--- config.mk ---
export PLATFORM = sky130hd
export DESIGN_NAME = id_ex_skid_buffer
export DESIGN_NICKNAME = d
export VERILOG_FILES = /design/src/rtl/id_ex_skid_buffer_pkg.sv /design/src/rtl/id_ex_skid_buffer_field_reg.sv /design/src/rtl/id_ex_skid_buffer.sv
export SDC_FILE = /design/constraint.sdc
export NUM_CORES = 2
export LEC_CHECK = 0
export CAP_MARGIN = 20
export CORE_AREA = 5 5 436 438
export CTS_CLUSTER_SIZE = 40
export DETAILED_ROUTE_END_ITERATION = 8
export DIE_AREA = 0 0 441 443
export SYNTH_ARGS = -nofsm -noshare
export SYNTH_HDL_FRONTEND = slang
export SYNTH_SLANG_ARGS = --single-unit
--- constraint.sdc ---
create_clock -name clk -period 2.5 [get_ports clk]
set_input_delay 0.375 -clock clk [delete_from_list [all_inputs] [get_ports clk]]
set_output_delay 0.375 -clock clk [all_outputs]
set_load 0.05 [all_outputs]
--- src/rtl/id_ex_skid_buffer_pkg.sv ---
// Shared definitions for the ID->EX skid buffer: default sizes and state encoding.
package id_ex_skid_buffer_pkg;

    localparam int W_DEFAULT        = 32;
    localparam int N_FIELDS_DEFAULT = 17;
    localparam int STALL_W_DEFAULT  = 16;

    // Encoding 2'd3 is unused; the FSM treats it as illegal and recovers to EMPTY.
    typedef enum logic [1:0] {
        EMPTY = 2'd0,
        BUSY  = 2'd1,
        FULL  = 2'd2
    } state_t;

    // Number of bundles held in a given state.
    function automatic logic [1:0] occupancy_of(state_t s);
        case (s)
            BUSY:    return 2'd1;
            FULL:    return 2'd2;
            default: return 2'd0;
        endcase
    endfunction

endpackage

--- src/rtl/id_ex_skid_buffer_field_reg.sv ---
// Wide enable-load register with synchronous clear, used for the main and skid entries.
module pipe_field_reg #(
    parameter int WIDTH = 544
) (
    input  logic             clk,
    input  logic             clr,
    input  logic             en,
    input  logic [WIDTH-1:0] d,
    output logic [WIDTH-1:0] q
);

    // Clear wins over load so reset leaves a known all-zero bundle.
    always_ff @(posedge clk) begin
        if (clr)
            q <= '0;
        else if (en)
            q <= d;
    end

endmodule

--- src/rtl/id_ex_skid_buffer.sv ---
// ID->EX receiving register stage: two-entry skid buffer with registered
// in_ready/out_valid, synchronous flush and a saturating stall counter.
module id_ex_skid_buffer
    import id_ex_skid_buffer_pkg::*;
#(
    parameter int W        = W_DEFAULT,
    parameter int N_FIELDS = N_FIELDS_DEFAULT,
    parameter int STALL_W  = STALL_W_DEFAULT
) (
    input  logic                  clk,
    input  logic                  rst,
    input  logic                  flush,
    input  logic                  in_valid,
    output logic                  in_ready,
    input  logic [N_FIELDS*W-1:0] in_data,
    output logic                  out_valid,
    input  logic                  out_ready,
    output logic [N_FIELDS*W-1:0] out_data,
    output logic [1:0]            occupancy,
    output logic [STALL_W-1:0]    stall_cycles
);

    localparam int DW = N_FIELDS * W;

    state_t          state;
    state_t          state_next;
    logic            acc;
    logic            drain;
    logic            load_main;
    logic            load_skid;
    logic            main_from_skid;
    logic [DW-1:0]   main_d;
    logic [DW-1:0]   main_q;
    logic [DW-1:0]   skid_q;

    assign acc   = in_valid && in_ready;
    assign drain = out_valid && out_ready;

    // Next-state and data-enable decode; flush overrides everything and suppresses loads.
    always_comb begin
        state_next     = state;
        load_main      = 1'b0;
        load_skid      = 1'b0;
        main_from_skid = 1'b0;
        case (state)
            EMPTY: begin
                if (acc) begin
                    state_next = BUSY;
                    load_main  = 1'b1;
                end
            end
            BUSY: begin
                if (acc && drain) begin
                    load_main = 1'b1;
                end else if (acc) begin
                    state_next = FULL;
                    load_skid  = 1'b1;
                end else if (drain) begin
                    state_next = EMPTY;
                end
            end
            FULL: begin
                if (drain) begin
                    state_next     = BUSY;
                    load_main      = 1'b1;
                    main_from_skid = 1'b1;
                end
            end
            default: begin
                state_next = EMPTY;
            end
        endcase
        if (flush) begin
            state_next = EMPTY;
            load_main  = 1'b0;
            load_skid  = 1'b0;
        end
    end

    assign main_d = main_from_skid ? skid_q : in_data;

    // State register with handshake/occupancy outputs registered from the next state,
    // so in_ready and out_valid never depend combinationally on any input.
    always_ff @(posedge clk) begin
        if (rst) begin
            state     <= EMPTY;
            in_ready  <= 1'b1;
            out_valid <= 1'b0;
            occupancy <= 2'd0;
        end else begin
            state     <= state_next;
            in_ready  <= (state_next != FULL);
            out_valid <= (state_next != EMPTY);
            occupancy <= occupancy_of(state_next);
        end
    end

    // Saturating count of cycles where EX holds off a valid bundle; only reset clears it.
    always_ff @(posedge clk) begin
        if (rst)
            stall_cycles <= '0;
        else if (out_valid && !out_ready && (stall_cycles != '1))
            stall_cycles <= stall_cycles + 1'b1;
    end

    pipe_field_reg #(.WIDTH(DW)) u_main (
        .clk (clk),
        .clr (rst),
        .en  (load_main),
        .d   (main_d),
        .q   (main_q)
    );

    pipe_field_reg #(.WIDTH(DW)) u_skid (
        .clk (clk),
        .clr (rst),
        .en  (load_skid),
        .d   (in_data),
        .q   (skid_q)
    );

    assign out_data = main_q;

endmodule
==> results by group <==
GRT
  • All-Layer GR Usage: 17.9%
  • GR Util met3: 5.22%
  • Met1 usage: 22.3%
  • Total grt overflow: 0
  • Largest net degree at the start of global routing: 102
  • Vias in the first global route: 39200
  • Met2 Track Usage GR: 28.7%
  • First-pass GRT wire length: 266000 um
  • GRT Max-Usage Layer: met2
  • Initial antenna violation count: 55

Synthesis
  • Syn_nets: 5572
  • Top cell type's share of synthesized area: 49.1%
  • Distinct cells, synth: 38
  • Post-synth EDFFs: 0
  • Sequential element share of the synthesized area: 49.1%
  • Avg Inst Size Synth: 9.01 um^2
  • Ys Warns: 0
  • Most common cell in the netlist: dfxtp_1
  • Most used DFF post-synth: dfxtp_1
  • Synth cell count leaders: dfxtp_1 (1110), a21oi_1 (1103), nand2_1 (1094), mux2i_1 (546), a311oi_1 (544)
  • Post-synth top area cell: dfxtp_1
  • Post-synthesis instance total: 5022
  • Synth top area cells: dfxtp_1 (49%), a21oi_1 (12%), mux2i_1 (12%)
  • Asr flop ratio synth: 0%
  • Mapped cell area: 0.0453 mm^2
  • Synthesis-stage register bit count: 1110

Floorplan
  • Top-level port count: 1113
  • Core area: 0.186 mm^2
  • Initial Utilization: 24.3%
  • Die ar.: 0.195 mm^2
  • Die Span Y: 443 um
  • Row count: 159
  • Chip width: 441 um

Clock network
  • TritonCTS Buffers: 130
  • Clock transition at path regs: 0.06 ns
  • Clk sinks: 1110
  • CTS H-tree lvls: 4
  • CTS tree: done
  • Clock root buffer: clkbuf_16
  • Clk Latency, worst-skew pair: 0.78 ns
  • Clock buffer depth: 3

Cells and area
  • Post-route cell area: 0.0650 mm^2
  • Fin nets: 6599
  • Filler cells: 18900
  • Ratio of cells with drive above 1 in the final layout: 9.16%
  • Layout area overhead: 43.6%

Run status
  • Status: complete, no violations

Power
  • Power density over the cells: 714 mW/mm^2
  • IR Drop Worst-Case VDD: 550 uV
  • P_leak: 25.8 nW

Timing
  • Tightest Pin Transition: 0.732 ns
  • Unrepaired setup endpoints after global routing: false
  • Final worst path period share: 97.4%
  • Worst Clk Skew: 0.0256 ns
  • Pins over their slew limit: 0
  • Relative slew slack: 51.4%
  • Fin. Hold Viols: 0
  • Final setup fails: 0
  • F_max: 411 MHz
  • Post-route setup TNS: 0 ns
  • Fin crit period: 2.44 ns

Drt
  • Antenna viol nets, final: 0
  • Routed len/inst: 21.5 um
  • DRC viols: 0
  • DR vias/cell: 4.89
  • Vias: 42400
  • WL final: 186000 um
  • DR iter-0 viols: 3134
  • DR pass1 iterations: 6

Critical path
  • CP max-delay cell: clkdlybuf4s50_1
  • Kind of critical path: flop to output pin
  • Critical path buffer and inverter count: 1
  • Critical path's top delay family: buffers and inverters
  • Crit path max fanout: 2
  • Critical Path RT: 2.12 ns
  • Type of origin of the critical path: flop
  • Critical Path, Cell by Cell: clkdlybuf4s50_1
  • CP Capture Type: output pin
  • Max stage delay on crit path: 0.88 ns
  • CP arrival: 2.06 ns

Place
  • # port buffers: 1112
  • DP Area: 0.0605 mm^2
  • Routability-driven placement congestion ratio: 0.870
  • Dpl hpwl: 139000 um

Run
  • Max_cap viols: 0

Hold path
  • HP Class: input port to flop
-- tightest hold or removal path: cells and delay by family --
| kind | cells | cell delay (ns) |
|---|---|---|
| buffers and inverters | 1 | 0.42 |
| AND/OR/NAND/NOR | 1 | 0.06 |
| AO/OA/AOI/OAI | 1 | 0.05 |
-- final timing paths --
kind                 startpoint             to  slack, ns  cells after the start
setup / recovery  u_main.q[107]  out_data[107]       0.06                      1
setup reg to reg       state[1]  u_main.q[369]       0.35                      7
hold reg to reg    u_skid.q[47]   u_skid.q[47]       0.45                      2
hold / removal     in_data[420]  u_skid.q[420]       0.18                      3
-- report_power, final --
group / switching, mW / leakage, nW / internal (mW)
Combinational: 5.07 / 14.6 / 2.97
Clock: 8.04 / 2.14 / 11.4
Sequential: 0.508 / 9.05 / 18.5
-- registers in the layout (all words and copies together) (netlist names) --
| register | count |
|---|---|
| in_ready | 1 |
| u_skid.q | 544 |
| stall_cycles | 16 |
| out_valid | 1 |
| state | 2 |
| u_main.q | 544 |
| occupancy | 2 |
-- routing by layer --
metal / up-vias / part of all wire, % / routed length (um)
li1: 20300 / - / -
met4: 4 / 3.5 / 6490
met1: 20300 / 41 / 76100
met2: 1497 / 47 / 88200
met3: 292 / 8.3 / 15500
met5: - / 0.013 / 24
-- cells in the final DEF, fill, tap and decap left out, drive strengths merged, types with 8 or more instances in the layout --
cell type         n
clkinv           15
inv              15
diode            38
or4              10
dfxtp          1110
clkbuf          193
dlygate4sd2      58
mux2i           546
o31ai            11
buf             348
clkdlybuf4s50  1031
nand2          1094
a311oi          544
dlymetal6s2s      8
a21oi          1103
-- stage by stage --
step                worst slack [ns]  hold WS [ns]  std cells  utilization, %  power (mW)
finish                        0.0642         0.180       8677            34.9        46.4
global route                0.000930         0.131       8676            34.9        48.2
CTS                         0.000338        0.0818       8639            34.8        47.0
detailed placement            -0.119         0.446       8411            32.5        27.4
global placement             -0.0649         0.439       8411            32.5        27.3
floorplan                      0.189         0.436       5022               -        23.7
-- timing repair --
item                                    CTS  global route
hold buffers                              1             0
pin swaps                                 0             0
hold endpoints to repair                  3             0
gates resized for setup                  58             8
endpoints found under the setup margin   58             8
buffers inserted                          0             0
-- cell type report --
| cell class | instances | area [um^2] | share of cell area (%) |
|---|---|---|---|
| multi-input cells | 3357 | 20400 | 31.4 |
| well taps | 2495 | 3120 | 4.80 |
| clock inverters | 34 | 472 | 0.726 |
| flip-flops and latches | 1110 | 22200 | 34.2 |
| clock buffers | 193 | 3910 | 6.02 |
| repair buffers | 1446 | 14800 | 22.7 |
| inverters | 4 | 22.5 | 0.0347 |
| diodes | 38 | 95.1 | 0.146 |
-- logic make-up after synthesis --
logic type      Yosys count  share of synthesized area [%]
simple gates           1143                           9.79
compound gates         1665                           23.0
mux                     548                           12.1
buf+inv                 555                           5.95
fa+ha+maj                 1                         0.0276
flops                  1110                           49.1
No activity file was read; power rests on OpenSTA's default activity.
